## src/rtl/fpu_ss_offload_buffer.sv

```systemverilog
// fpu_ss_offload_buffer: completes the core offload handshake from the predecoder
// verdict and buffers accepted instructions in a DEPTH-entry in-order FIFO for issue.
`default_nettype none

module fpu_ss_offload_buffer #(
  parameter int DEPTH   = 4,
  parameter int INSTR_W = 32,
  parameter int XLEN    = 32,
  parameter int ID_W    = 4
) (
  input  logic                       clk_i,
  input  logic                       rst_ni,
  input  logic                       flush_i,
  input  logic                       q_valid_i,
  output logic                       q_ready_o,
  input  logic [INSTR_W-1:0]         q_instr_i,
  input  logic [XLEN-1:0]            q_rs1_i,
  input  logic                       q_rs1_valid_i,
  input  logic [ID_W-1:0]            q_id_i,
  input  logic                       p_accept_i,
  input  logic                       p_writeback_i,
  input  logic                       p_is_mem_op_i,
  input  logic [2:0]                 p_use_rs_i,
  output logic                       p_accept_o,
  output logic                       p_writeback_o,
  output logic                       p_is_mem_op_o,
  output logic                       issue_valid_o,
  input  logic                       issue_ready_i,
  output logic [INSTR_W-1:0]         issue_instr_o,
  output logic [XLEN-1:0]            issue_rs1_o,
  output logic [ID_W-1:0]            issue_id_o,
  output logic                       issue_writeback_o,
  output logic                       issue_is_mem_o,
  output logic [$clog2(DEPTH):0]     fill_o,
  output logic                       full_o,
  output logic                       empty_o
);

  localparam int PTR_W  = $clog2(DEPTH);
  localparam int FILL_W = PTR_W + 1;
  localparam logic [FILL_W-1:0] FILL_MAX = FILL_W'(DEPTH);

  logic [INSTR_W-1:0] r_instr [DEPTH];
  logic [XLEN-1:0]    r_rs1   [DEPTH];
  logic [ID_W-1:0]    r_id    [DEPTH];
  logic               r_wb    [DEPTH];
  logic               r_mem   [DEPTH];

  logic [PTR_W-1:0]   r_wptr;
  logic [PTR_W-1:0]   r_rptr;
  logic [FILL_W-1:0]  r_fill;

  logic               w_full;
  logic               w_empty;
  logic               w_pop;
  logic               w_push_ok;
  logic               w_rs_ok;
  logic               w_hs;
  logic               w_push;
  logic               w_unused_rs;

  // Only rs1 is an integer source for this FPU; rs2/rs3 usage bits are ignored.
  assign w_unused_rs = ^p_use_rs_i[2:1];

  assign w_full    = (r_fill == FILL_MAX);
  assign w_empty   = (r_fill == '0);
  assign w_pop     = !w_empty && issue_ready_i;
  assign w_push_ok = !w_full || w_pop;
  assign w_rs_ok   = !p_use_rs_i[0] || q_rs1_valid_i;

  assign q_ready_o = !flush_i && (p_accept_i ? (w_push_ok && w_rs_ok) : 1'b1);
  assign w_hs      = q_valid_i && q_ready_o;
  assign w_push    = w_hs && p_accept_i;

  assign p_accept_o    = w_hs && p_accept_i;
  assign p_writeback_o = w_hs && p_writeback_i;
  assign p_is_mem_op_o = w_hs && p_is_mem_op_i;

  // Storage is left unreset; the head outputs are masked while the FIFO is empty.
  always_ff @(posedge clk_i) begin
    if (w_push && !flush_i) begin
      r_instr[r_wptr] <= q_instr_i;
      r_rs1[r_wptr]   <= p_use_rs_i[0] ? q_rs1_i : '0;
      r_id[r_wptr]    <= q_id_i;
      r_wb[r_wptr]    <= p_writeback_i;
      r_mem[r_wptr]   <= p_is_mem_op_i;
    end
  end

  always_ff @(posedge clk_i or negedge rst_ni) begin
    if (!rst_ni) begin
      r_wptr <= '0;
      r_rptr <= '0;
      r_fill <= '0;
    end else if (flush_i) begin
      r_wptr <= '0;
      r_rptr <= '0;
      r_fill <= '0;
    end else begin
      if (w_push) r_wptr <= r_wptr + 1'b1;
      if (w_pop)  r_rptr <= r_rptr + 1'b1;
      case ({w_push, w_pop})
        2'b10:   r_fill <= r_fill + 1'b1;
        2'b01:   r_fill <= r_fill - 1'b1;
        default: r_fill <= r_fill;
      endcase
    end
  end

  assign issue_valid_o     = !w_empty;
  assign issue_instr_o     = w_empty ? '0   : r_instr[r_rptr];
  assign issue_rs1_o       = w_empty ? '0   : r_rs1[r_rptr];
  assign issue_id_o        = w_empty ? '0   : r_id[r_rptr];
  assign issue_writeback_o = w_empty ? 1'b0 : r_wb[r_rptr];
  assign issue_is_mem_o    = w_empty ? 1'b0 : r_mem[r_rptr];

  assign fill_o  = r_fill;
  assign full_o  = w_full;
  assign empty_o = w_empty;

endmodule

`default_nettype wire

```

## config.mk

```make
export PLATFORM = sky130hd
export DESIGN_NAME = fpu_ss_offload_buffer
export DESIGN_NICKNAME = d
export VERILOG_FILES = /design/src/rtl/fpu_ss_offload_buffer.sv
export SDC_FILE = /design/constraint.sdc
export NUM_CORES = 1
export LEC_CHECK = 0
export CAP_MARGIN = 20
export CORE_MARGIN = 4
export CORE_UTILIZATION = 54
export CTS_CLUSTER_DIAMETER = 100
export DETAILED_ROUTE_END_ITERATION = 12
export GPL_TIMING_DRIVEN = 0
export PLACE_DENSITY_LB_ADDON = 0.2
export SYNTH_ARGS = -nofsm -noshare
export SYNTH_HDL_FRONTEND = slang
export SYNTH_SLANG_ARGS = --single-unit
export TNS_END_PERCENT = 5
```

## constraint.sdc

```tcl
create_clock -name clk_i -period 3.96 [get_ports clk_i]
set_input_delay 0.792 -clock clk_i [delete_from_list [all_inputs] [get_ports clk_i]]
set_output_delay 0.792 -clock clk_i [all_outputs]
set_load 0.005 [all_outputs]
```

-- Word-level counts from Yosys, hierarchy flattened
Memories as Yosys holds them, arrays and structs flattened.
Cells that the tools add are included.
- RAM bits: 280
- word-level logic and storage cells: 48
- memories kept: 5
- latch bits: 0
- ROM bits: 0
- register bits: 7
- shifts and indexed selects: 0
- bitwise gates (word level): 0
- multiply operators: 0
- add/sub/neg operators: 4
- reductions and logical operators: 18
- equal/unequal tests: 3
- multiplexer cells: 15
- divide/modulo/power cells: 0
- $lt $le $gt $ge: 0
- memory list (memory ; words ; width ; rd ports ; clocked after Yosys merged registers in ; wr ports ; line ; RTL):
    r_instr ; 4 ; 32 ; 1 ; 0 ; 1 ; 43 ; logic [INSTR_W-1:0] r_instr [DEPTH];
    r_rs1 ; 4 ; 32 ; 1 ; 0 ; 1 ; 44 ; logic [XLEN-1:0] r_rs1 [DEPTH];
    r_id ; 4 ; 4 ; 1 ; 0 ; 1 ; 45 ; logic [ID_W-1:0] r_id [DEPTH];
    r_mem ; 4 ; 1 ; 1 ; 0 ; 1 ; 47 ; logic r_mem [DEPTH];
    r_wb ; 4 ; 1 ; 1 ; 0 ; 1 ; 46 ; logic r_wb [DEPTH];
- operators with widths (kind ; count):
    $mux 32 ; 3
    $logic_and 1x1->1 ; 8
    $mux 2 ; 4
    $pmux 3 s2 ; 1
    $mux 1 ; 5
    $add 2x1->2 const B ; 2
    $logic_not 1->1 ; 4
    $mux 4 ; 1
    $reduce_bool 2->1 ; 2
    $add 3x1->3 const B ; 1
    $eq 3x3->1 const B ; 1
    $logic_not 3->1 ; 1
    $mux 3 ; 1
    $reduce_bool 3->1 ; 1
    $sub 3x1->3 const B ; 1
    $eq 2x1->1 const B ; 1
    $eq 2x2->1 const B ; 1
    $logic_or 1x1->1 ; 2

-- Logic depth before layout (Yosys ltp)
Gate-level depths: netlist of the first run.
- depth after elaboration: 12
- gate-level depth with buffers: 6
- mapped depth without buffers: 6

-- Worst setup path before layout of the first run
No wires, ideal clock.
- path type: input-to-reg
- from: in p_use_rs_i[0]
- to: mem r_id[1][0] (enable)
- arrival time: 3.034 ns
- slack: 0.490 ns
- setup time: 0.436 ns
- stages: 3
- cell sequence: nor2b_1 -> nor3_2 -> and2_1
- word-level cells in the longest chain between the ends: 10
- ends and longest elaborated chain (item ; line ; RTL):
    start, declared ; 23 ; input logic [2:0] p_use_rs_i,
    $logic_not 1->1 ; 69 ; assign w_rs_ok = !p_use_rs_i[0] || q_rs1_valid_i;
    $logic_or 1x1->1 ; 69 ;
    $logic_and 1x1->1 ; 71 ; assign q_ready_o = !flush_i && (p_accept_i ? (w_push_ok && w_rs_ok) : 1'b1);
    $mux 1 ; 71 ;
    $logic_and 1x1->1 ; 71 ;
    $logic_and 1x1->1 ; 72 ; assign w_hs = q_valid_i && q_ready_o;
    $logic_and 1x1->1 ; n/a ;
    named net p_accept_o ; 24 ; output logic p_accept_o,
    $logic_and 1x1->1 ; 81 ; if (w_push && !flush_i) begin
    $mux 1 ; 81 ;
    $mux 1 (not written as such) ; 84 ; r_id[r_wptr] <= q_id_i;
    end, declared ; 45 ;
The timed path passes the listed nets, and every way through them passes these cells.

-- Worst setup path in the final report of the first run
- from: reg r_fill[1] (netlist: fill_o[1])
- to: out issue_rs1_o[17]
- word-level cells in the longest chain between the ends: 2
- ends and longest elaborated chain (item ; line ; RTL):
    start, declared ; 51 ; logic [FILL_W-1:0] r_fill;
    start signal, assigned ; 103 ; 2'b10: r_fill <= r_fill + 1'b1;
    start signal, assigned ; 104 ; 2'b01: r_fill <= r_fill - 1'b1;
    start signal, assigned ; 105 ; default: r_fill <= r_fill;
    $logic_not 3->1 ; 66 ; assign w_empty = (r_fill == '0);
    $mux 32 ; 112 ; assign issue_rs1_o = w_empty ? '0 : r_rs1[r_rptr];
    end, declared ; 30 ; output logic [XLEN-1:0] issue_rs1_o,
No other way between the ends.

==> impl_metrics.env, run 1 <==
export IMPL_cts_buffer_depth=3
export IMPL_netlist_instances=540
export IMPL_antenna_found_initial=1
export IMPL_yosys_area_share_xor_xnor=0.00232
export IMPL_port_buffers=157
export IMPL_cts_sinks=287
export IMPL_die_y_um=153
export IMPL_path_clk_slew_ns=0.06
export IMPL_grt_remaining_overflow=0
export IMPL_fin_skew_ns=0.00582
export IMPL_crit_fanout=10
export IMPL_cts_root_buf="clkbuf_16"
export IMPL_worstSetupPathType="reg2out"
export IMPL_worst_slew_pin_slew_ns=0.680
export IMPL_synth_edf_count=280
export IMPL_synth_top_family_by_area="multiplexers"
export IMPL_holdWs_ns=0.539
export IMPL_rsz0062_at_grt="no"
export IMPL_routedWlPerCell_um=21.1
export IMPL_synthTopCellsByArea="edfxtp_1 74%, mux4_2 14%, and2_1 5.9%"
export IMPL_drt_wl_total_mm=21.6
export IMPL_p_per_area_nw_per_um2=504
export IMPL_drt_iter0_drc=311
export IMPL_synthAdderAreaFrac=0.00619
export IMPL_synth_fp_nets=625
export IMPL_yosysMostFrequentCell="edfxtp_1"
export IMPL_synth_top_area_frac=0.743
export IMPL_syn_avg_cell_area_um2=20.9
export IMPL_fmax_ghz=0.274
export IMPL_row_count=52
export IMPL_postCtsSetupBuffers=0
export IMPL_core_um2=20400
export IMPL_power_leakage_uw=0.00459
export IMPL_synthFlopType="edfxtp_1"
export IMPL_hold_violations=0
export IMPL_gp_congestion=0.763
export IMPL_holdBufCountCts=0
export IMPL_async_flop_share=0.0244
export IMPL_setup_viol=0
export IMPL_synth_top_area_cell="edfxtp_1"
export IMPL_area_growth_pct=25.6
export IMPL_drive_gt1_frac=0.173
export IMPL_synthMuxAreaShare=0.142
export IMPL_fill_cells=1323
export IMPL_hp_class="in2async"
export IMPL_final_util=0.695
export IMPL_cts_tree="yes"
export IMPL_p_total_uw=7160
export IMPL_route_detailed_drc=0
export IMPL_syn_area_um2=11300
export IMPL_cts_resized=0
export IMPL_grt_max_degree=40
export IMPL_netlist_top_cells_count="280 x edfxtp_1, 106 x and2_1, 70 x mux4_2"
export IMPL_arrival_ns=2.86
export IMPL_worstSkewPairLatency_ns=0.52
export IMPL_synthSimpleGateAreaFrac=0.0699
export IMPL_die_w_um=153
export IMPL_relSlewSlack=0.546
export IMPL_setup_tns_ns=0
export IMPL_maxCapViolCount=0
export IMPL_gr_usage_all_layers=0.187
export IMPL_htree_num_levels=1
export IMPL_period_minus_slack_ns=3.65
export IMPL_start_util=0.554
export IMPL_vias_per_cell=5.52
export IMPL_dp_final_hpwl_mm=13.4
export IMPL_fin_cells=1022
export IMPL_dr_pass1_iters=4
export IMPL_cp_end_kind="primary output"
export IMPL_ir_drop_mv=0.351
export IMPL_status="finished clean"
export IMPL_cts_buffers_inserted=28
export IMPL_grt_pass1_vias=6116
export IMPL_synth_compound_area_frac=0.00664
export IMPL_vias=5642
export IMPL_yosys_warnings=0
export IMPL_ys_ff_latch=287
export IMPL_pin_count=160
export IMPL_die_area_um2=23300
export IMPL_min_period_over_period=0.922
export IMPL_ant_nets=0
export IMPL_place_inst=971
export IMPL_startpoint_type="flip-flop"
export IMPL_fin_nets=816
export IMPL_worstRegToRegCells=4
export IMPL_slew_violations=0
export IMPL_synth_cell_types=34
export IMPL_grt_pass1_wl_mm=34.3
export IMPL_seq_area_frac_synth=0.759
export IMPL_required_ns=3.17
stage by stage:
stage                     worst slack, ns  instance area (um^2)
final                               0.311                 14200
after global routing               0.0914                 14200
after CTS                           0.262                 14200
after detailed placement            0.304                 13300
after global placement              -1.62                 13200
after floorplan                     0.490                 11300
power breakdown:
part / internal (uW) / switching [uW] / total (uW)
sequential: 3370 / 20.2 / 3390
combinational: 761 / 517 / 1280
clock: 1460 / 1030 / 2490
total: 5590 / 1570 / 7160
path summary, 6_finish.rpt:
check                      slack (ns)      start         endpoint
hold / removal                   0.54     rst_ni        fill_o[2]
hold reg to reg                  0.58  r_wptr[1]        r_wptr[1]
min in group clk_i               0.58  r_wptr[1]        r_wptr[1]
setup / recovery                 0.31  fill_o[1]  issue_rs1_o[17]
setup reg to reg                 1.52  fill_o[1]   r_instr[2][11]
max in group asynchronous        3.16     rst_ni        fill_o[0]
flip-flops by register name (all words and copies together) (netlist names):
register and flops:
r_wb 4, r_rptr 2, fill_o 3, r_wptr 2, r_id 16, r_mem 4
r_instr 128, r_rs1 128
logic make-up (layout without fill, tap and decap cells):
| logic type | count (synthesis) | count (layout) |
|---|---|---|
| buf+inv | 34 | 245 |
| other cells | 0 | 1 |
| flops | 287 | 287 |
| compound gates | 10 | 10 |
| fa+ha+maj | 5 | 5 |
| xor+xnor | 3 | 3 |
| mux | 73 | 73 |
| simple gates | 128 | 128 |
worst max-delay path: stages, from the launching register on:
cell and delay (ns):
dfrtp_1 0.53, or3_1 0.16, clkbuf_1 0.46, clkbuf_1 0.42, and2_1 0.24, clkdlybuf4s50_1 0.52
layer usage:
layer | part of all wire | up-vias | GRT usage
li1 | - | 2532 | -
met1 | 0.41 | 2921 | 0.252
met2 | 0.52 | 156 | 0.325
met3 | 0.053 | 31 | 0.0341
met4 | 0.017 | 2 | 0.0412
met5 | 0.00060 | - | 0
final cells by class:
class | instances | area (um^2) | area share
Sequential cell | 287 | 8580 | 0.604
Tap cell | 270 | 338 | 0.0238
Clock buffer | 35 | 748 | 0.0527
Multi-Input combinational cell | 219 | 2580 | 0.182
Buffer | 28 | 135 | 0.00951
Clock inverter | 15 | 121 | 0.00854
Antenna cell | 1 | 2.50 | 0.000176
Inverter | 6 | 22.5 | 0.00159
Timing Repair Buffer | 161 | 1670 | 0.118
placed cells by master (no fill, tap or decap), types with 2 or more instances in the layout:
cell type,count
and3_1,2
edfxtp_1,280
xor2_1,2
mux4_2,70
bufinv_16,2
buf_4,7
clkdlybuf4s50_1,157
clkbuf_1,24
or3_1,2
o31ai_1,2
mux2i_1,2
and2_4,4
buf_16,3
clkinv_2,7
nand3_1,2
nand2b_1,2
inv_1,6
nor2_1,7
ha_1,4
nor2b_1,2
and2_1,102
clkinv_1,5
clkbuf_16,29
buf_2,3
dfrtp_1,7
(Power assumes the default switching activity.)
==> run 2: changes to the inputs <==
Settings changed: CORE_MARGIN 4 to 2.
==> impl_metrics.env, run 2 (synthesis gave the netlist of run 1 again) <==
export IMPL_arrival_ns=2.87
export IMPL_grt_pass1_vias=5992
export IMPL_cts_tree="yes"
export IMPL_ir_drop_mv=0.445
export IMPL_place_area_um2=13300
export IMPL_cp_end_kind="primary output"
export IMPL_crit_fanout=10
export IMPL_antenna_found_initial=0
export IMPL_p_total_uw=7210
export IMPL_wl_met3_mm=1.12
export IMPL_crit_slowest_cell="clkdlybuf4s50_1"
export IMPL_core_um2=20400
export IMPL_fin_skew_ns=0.0109
export IMPL_cts_root_buf="clkbuf_16"
export IMPL_cts_sinks=287
export IMPL_path_cells="or3_1, clkbuf_1, clkbuf_1, and2_1, clkdlybuf4s50_1"
export IMPL_die_w_um=149
export IMPL_n_antenna_cell=0
export IMPL_period_minus_slack_ns=3.66
export IMPL_worst_path_stages=5
export IMPL_gr_usage_all_layers=0.201
export IMPL_power_leakage_uw=0.00460
export IMPL_grt_max_degree=53
export IMPL_dr_pass1_iters=4
export IMPL_design_area_um2=14200
export IMPL_routedWlPerCell_um=21.0
export IMPL_die_area_um2=22100
export IMPL_combPwrFrac=0.178
export IMPL_setup_viol=0
export IMPL_power_frac_seq=0.470
export IMPL_vias=5662
export IMPL_cpPeakStageDelay_ns=0.54
export IMPL_fill_cells=1261
export IMPL_p_per_area_nw_per_um2=507
export IMPL_pin_count=160
export IMPL_worstSetupPathType="reg2out"
export IMPL_required_ns=3.17
export IMPL_postCtsSetupBuffers=0
export IMPL_setup_tns_ns=0
export IMPL_rsz0062_at_grt="no"
export IMPL_port_buffers=157
export IMPL_worstRegToRegCells=6
export IMPL_slew_violations=0
export IMPL_worstSkewPairLatency_ns=0.52
export IMPL_fmax_ghz=0.273
export IMPL_critPathBufInv=3
export IMPL_fin_cells=1020
export IMPL_regArea_um2=8580
export IMPL_holdWs_ns=0.525
export IMPL_die_y_um=149
export IMPL_grt_pass1_wl_mm=33.5
export IMPL_hold_violations=0
export IMPL_multiInputGateArea_um2=2580
export IMPL_layout_common_cells="280 x edfxtp_1, 157 x clkdlybuf4s50_1, 102 x and2_1"
export IMPL_cts_buffer_depth=3
export IMPL_row_count=52
export IMPL_relSlewSlack=0.540
export IMPL_hp_class="in2async"
export IMPL_htree_num_levels=1
export IMPL_dp_final_hpwl_mm=13.1
export IMPL_startpoint_type="flip-flop"
export IMPL_drt_wl_total_mm=21.4
export IMPL_fin_nets=815
export IMPL_crit_top_cell="clkbuf_1"
export IMPL_drt_iter0_drc=316
export IMPL_status="finished clean"
export IMPL_highest_signal_layer="met4"
export IMPL_wl_met2_mm=11.0
export IMPL_gp_congestion=0.774
export IMPL_start_util=0.555
export IMPL_grt_remaining_overflow=0
export IMPL_path_clk_slew_ns=0.06
export IMPL_holdBufCountCts=0
export IMPL_vias_per_cell=5.55
export IMPL_top_regs="r_instr: 128 flops, r_rs1: 128 flops, r_id: 16 flops"
export IMPL_cts_resized=0
export IMPL_ant_nets=0
export IMPL_maxCapViolCount=0
export IMPL_clockPowerShare=0.352
export IMPL_place_inst=971
export IMPL_met1_length_mm=8.87
export IMPL_worst_slew_pin_slew_ns=0.689
export IMPL_p_sw_uw=1580
export IMPL_drive_gt1_frac=0.172
export IMPL_area_growth_pct=25.7
export IMPL_final_common_cell="edfxtp_1"
export IMPL_min_period_over_period=0.924
export IMPL_route_detailed_drc=0
export IMPL_p_sw_frac=0.219
export IMPL_internal_power_uw=5630
export IMPL_critical_path_top_delay_family="buffers and inverters"
export IMPL_cts_buffers_inserted=27
-- run 2: per-stage QoR --
stage           util  worst slack, ns
2_1_floorplan      -            0.490
5_1_grt        0.698           0.0158
3_5_place_dp   0.655            0.372
6_report       0.698            0.300
3_3_place_gp   0.649            -1.64
4_1_cts        0.698            0.230
-- run 2: power by group through the flow --
| stage | Clock (uW) | Sequential [uW] | Combinational [uW] |
|---|---|---|---|
| after floorplan | 0 | 3450 | 638 |
| after global placement | 0 | 3450 | 1280 |
| after detailed placement | 0 | 3450 | 1300 |
| after CTS | 2590 | 3390 | 1310 |
| after global routing | 2700 | 3390 | 1390 |
| final | 2540 | 3390 | 1280 |
-- run 2: metal layers --
| metal | track usage | vias up |
|---|---|---|
| met4 | 0.0462 | 0 |
| met1 | 0.278 | 2917 |
| met5 | 0 | - |
| met3 | 0.0328 | 31 |
| li1 | - | 2541 |
| met2 | 0.342 | 173 |
-- run 2: cell type report --
cell class | count | share of cell area
clock buffers | 30 | 0.0483
flip-flops and latches | 287 | 0.604
clock inverters | 19 | 0.0135
plain buffers | 28 | 0.00950
repair buffers | 161 | 0.118
inverters | 6 | 0.00158
multi-input cells | 219 | 0.181
well taps | 270 | 0.0238
-- run 2: worst paths after layout --
| kind | start | to | slack, ns |
|---|---|---|---|
| setup reg to reg | fill_o[1] | fill_o[2] | 1.59 |
| hold reg to reg | r_wptr[1] | r_wptr[1] | 0.60 |
| setup / recovery | fill_o[1] | issue_rs1_o[25] | 0.30 |
| hold / removal | rst_ni | fill_o[1] | 0.53 |
| max in group asynchronous | rst_ni | r_wptr[0] | 3.20 |
| min in group clk_i | r_wptr[1] | r_wptr[1] | 0.60 |
==> run 3: changes to the inputs <==
Settings changed: SETUP_SLACK_MARGIN set to 0.2.
==> impl_metrics.env, run 3 (synthesis gave the netlist of run 1 again) <==
export IMPL_status="finished clean"
export IMPL_crit_top_cell="clkdlybuf4s50_1"
export IMPL_worstSetupPathType="in2out"
export IMPL_crit_slowest_cell="clkdlybuf4s50_1"
export IMPL_rsz0062_at_grt="no"
export IMPL_drt_iter0_drc=271
export IMPL_dp_final_hpwl_mm=13.1
export IMPL_grt_pass1_vias=5992
export IMPL_slew_violations=0
export IMPL_core_um2=20400
export IMPL_cts_resized=0
export IMPL_hp_class="in2async"
export IMPL_routedWlPerCell_um=21.0
export IMPL_route_detailed_drc=0
export IMPL_path_clk_slew_ns=0.06
export IMPL_worst_slew_pin_slew_ns=0.684
export IMPL_postCtsSetupBuffers=0
export IMPL_crit_fanout=7
export IMPL_ant_nets=0
export IMPL_start_util=0.555
export IMPL_path_cells="clkdlybuf4s50_1, nor2b_1, nor3_2, clkdlybuf4s50_1"
export IMPL_cts_tree="yes"
export IMPL_area_growth_pct=25.7
export IMPL_drive_gt1_frac=0.173
export IMPL_cpPeakStageDelay_ns=0.64
export IMPL_dr_pass1_iters=4
export IMPL_die_area_um2=22100
export IMPL_clockPowerShare=0.352
export IMPL_grt_pass1_wl_mm=33.5
export IMPL_grt_remaining_overflow=0
export IMPL_cts_buffers_inserted=27
export IMPL_htree_num_levels=1
export IMPL_setup_viol=0
export IMPL_p_per_area_nw_per_um2=507
export IMPL_power_frac_seq=0.470
export IMPL_use_met2=0.342
export IMPL_layout_common_cells="280 x edfxtp_1, 157 x clkdlybuf4s50_1, 102 x and2_1"
export IMPL_hold_violations=0
export IMPL_arrival_ns=2.80
export IMPL_final_common_cell="edfxtp_1"
export IMPL_power_leakage_uw=0.00460
export IMPL_holdBufCountCts=0
export IMPL_die_y_um=149
export IMPL_design_area_um2=14200
export IMPL_grt_max_degree=53
export IMPL_drt_wl_total_mm=21.4
export IMPL_worstSkewPairLatency_ns=0.52
export IMPL_grtUsageMet1=0.278
export IMPL_ir_drop_mv=0.445
export IMPL_vias_per_cell=5.52
export IMPL_pin_count=160
export IMPL_gp_congestion=0.774
export IMPL_fmax_ghz=0.278
export IMPL_n_antenna_cell=0
export IMPL_critPathBufInv=2
export IMPL_pre_cts_slack_ns=0.372
export IMPL_setup_slack_ns=0.368
export IMPL_combPwrFrac=0.178
export IMPL_cp_end_kind="primary output"
export IMPL_required_ns=3.17
export IMPL_p_sw_frac=0.219
export IMPL_relSlewSlack=0.544
export IMPL_fin_nets=815
export IMPL_vias=5633
export IMPL_fin_skew_ns=0.00779
export IMPL_port_buffers=157
export IMPL_antenna_found_initial=0
export IMPL_die_w_um=149
export IMPL_internal_power_uw=5630
export IMPL_setup_tns_ns=0
export IMPL_gr_usage_all_layers=0.201
export IMPL_critical_path_top_delay_family="buffers and inverters"
export IMPL_top_regs="r_instr: 128 flops, r_rs1: 128 flops, r_id: 16 flops"
export IMPL_row_count=52
export IMPL_gr_usage_met3=0.0328
export IMPL_p_sw_uw=1580
export IMPL_cts_root_buf="clkbuf_16"
export IMPL_cts_buffer_depth=3
export IMPL_final_util=0.698
export IMPL_maxCapViolCount=0
export IMPL_startpoint_type="input port"
export IMPL_period_minus_slack_ns=3.59
export IMPL_min_period_over_period=0.907
export IMPL_holdWs_ns=0.527
export IMPL_gr_max_usage_layer="met2"
export IMPL_place_area_um2=13300
export IMPL_cts_sinks=287
-- run 3: through the flow --
step / cells / power [uW]
final: 1020 / 7220
after global routing: 1020 / 7480
after CTS: 1020 / 7290
after detailed placement: 971 / 4750
after global placement: 967 / 4730
after floorplan: 540 / 4090
-- run 3: path summary, 6_finish.rpt --
path | start | end | slack (ns) | depth (start not counted)
min in group clk_i | r_wptr[1] | r_wptr[1] | 0.61 | 2
max in group asynchronous | rst_ni | r_wptr[0] | 3.20 | 1
min | rst_ni | fill_o[1] | 0.53 | 1
min reg2reg | r_wptr[1] | r_wptr[1] | 0.61 | 2
max reg2reg | fill_o[1] | fill_o[2] | 1.58 | 6
max | p_use_rs_i[0] | p_accept_o | 0.37 | 4
-- run 3: power groups by stage --
stage,Combinational [uW],Sequential (uW),Clock (uW)
2_1_floorplan,638,3450,0
3_3_place_gp,1280,3450,0
3_5_place_dp,1300,3450,0
4_1_cts,1310,3390,2590
5_1_grt,1390,3390,2700
6_report,1280,3390,2540
-- run 3: per-layer routing --
layer,vias up,wire (um)
li1,2538,-
met1,2919,8980
met2,145,11000
met3,31,1010
met4,0,450
met5,-,0
-- run 3: cell type report --
class                   instances  area [um^2]
well taps                     270          338
plain buffers                  28          136
fillers                      1262         6140
inverters                       6         22.5
repair buffers                161         1680
flip-flops and latches        287         8580
multi-input cells             219         2580
clock buffers                  30          687
clock inverters                19          191
==> variant: new RTL, flow settings as in run 1 <==
`DEPTH`: 4 -> 8.
--- a/src/rtl/fpu_ss_offload_buffer.sv
+++ b/src/rtl/fpu_ss_offload_buffer.sv
@@ -3,7 +3,7 @@
 `default_nettype none
 
 module fpu_ss_offload_buffer #(
-  parameter int DEPTH   = 4,
+  parameter int DEPTH   = 8,
   parameter int INSTR_W = 32,
   parameter int XLEN    = 32,
   parameter int ID_W    = 4
Ports: changed (resized fill_o); port bits go from 160 to 161. No check against the original RTL was run, so the function may have changed too.
==> variant against run 1 <==
Synthesized cell count increased by 85%; power grew 120%; worst setup slack got worse by 200 ps; cell area up 88%; routed wire length grew 110%; sequential cell count rose by 283; via count grew 87%; area after synthesis rose by 95%.
==> variant: results (changes against run 1) <==
global routing usage on met3 3.41% (about the same); R2R cell count 7 (+3); clock latency at the later pin of the worst-skew pair 600 ps (+80 ps); fraction of final layout cells sized beyond drive strength 1 23.2% (+5.9 points); DR WL met2 23.1 mm (+110%); largest net degree at the start of global routing 27 (-33%); most frequent cells after synthesis 560 x edfxtp_1, 140 x mux4_2, 82 x nor2_1; FF/Latch Area 0.0171 mm2 (+99%); slowest cell on the critical path mux4_2; vias in the first global route 10.9k (+78%); final-layout fill cell count 2574 (+95%); number of distinct library cell variants in the gate-level netlist after synthesis 35 (+2.9%); DRT Wirelength 45.7 mm (+110%); global-route wire length before repair 68.9 mm (+100%); cell types occupying the most area after synthesis edfxtp_1 76%, mux4_2 14%, mux2i_1 3.3%; clock buffer count in the final layout 64 (+83%); run status completed; count of state elements after synthesis 570 (+99%); top flop regs r_instr (256), r_rs1 (256), r_id (32); sequential share of power 42.8% (-4.6 points); Non-clock buffers, area share 9.38% (-3.4 points); multi-input combinational area share 18.2% (about the same); M1 GR Usage 30.8% (+5.6 points); slew at the pin with the worst max-slew slack 903 ps (+223 ps); number of enable-type register cells in the synthesized netlist 560 (+100%); count of non-CTS inverters in the layout 4 (-2); maximum resistive drop on vdd 0.416 mV (+18%); number of antenna violations at the first check in global routing 0 (-1); Detail Route met3 WL 3.33 mm (+190%); worst endpoint data arrival time 3050 ps (+190 ps); final clock skew 18.0 ps (+12.1 ps)
-- variant: changes by cell type after synthesis, sizes merged, moves of 3 or more --
cell           run 1  this run
a21oi              1         4
clkbuf            18        33
edfxtp           280       560
and2             106        32
nor2               7        82
mux2i              2        73
nand2              1         6
mux4              70       140
dfrtp              7        10
buf               10        19
nand2b             2         7
-- variant: worst max path at each step --
stage / slack (ps) / from / depth (start not counted) / endpoint
5_1_grt: 0.5 / p_use_rs_i[0] / 8 / r_instr[6][26]
2_1_floorplan: -980 / q_rs1_valid_i / 4 / r_id[1][0]
4_1_cts: 30 / r_rptr[1] / 6 / issue_instr_o[27]
3_3_place_gp: -4730 / p_use_rs_i[0] / 5 / r_rs1[1][10]
6_report: 110 / r_rptr[0] / 7 / issue_instr_o[25]
3_5_place_dp: -540 / p_use_rs_i[0] / 8 / r_rs1[6][9]
-- variant: logic make-up (layout without fill, tap and decap cells) --
kind of cell,after synthesis,after routing,synth area share (%)
xor gates and xnor gates,7,7,0.311
and+or+nand+nor,138,138,3.01
adders and majority gates,4,4,0.227
AOI/OAI and AO/OA,13,13,0.561
DFF,570,570,77.2
buffers and inverters,56,335,1.07
muxes,213,213,17.6
-- variant: what timing repair did --
action	in CTS	in global routing
gates cloned	0	0
gates resized for setup	36	6
pin swaps	0	2
endpoints found under the hold margin	0	0
setup buffers	0	0
endpoints found under the setup margin	71	12
-- variant: stage by stage --
stage,instance area [um2],hold slack [ps],total power [mW],TNS (ps),instances
after CTS,26800,517,15.9,0,1805
after global routing,26800,546,16.4,0,1805
after global placement,24400,560,11.0,-1740020,1684
after floorplan,22100,496,9.09,-103960,1001
after detailed placement,25000,589,11.0,-115320,1711
final,26800,532,15.7,0,1805
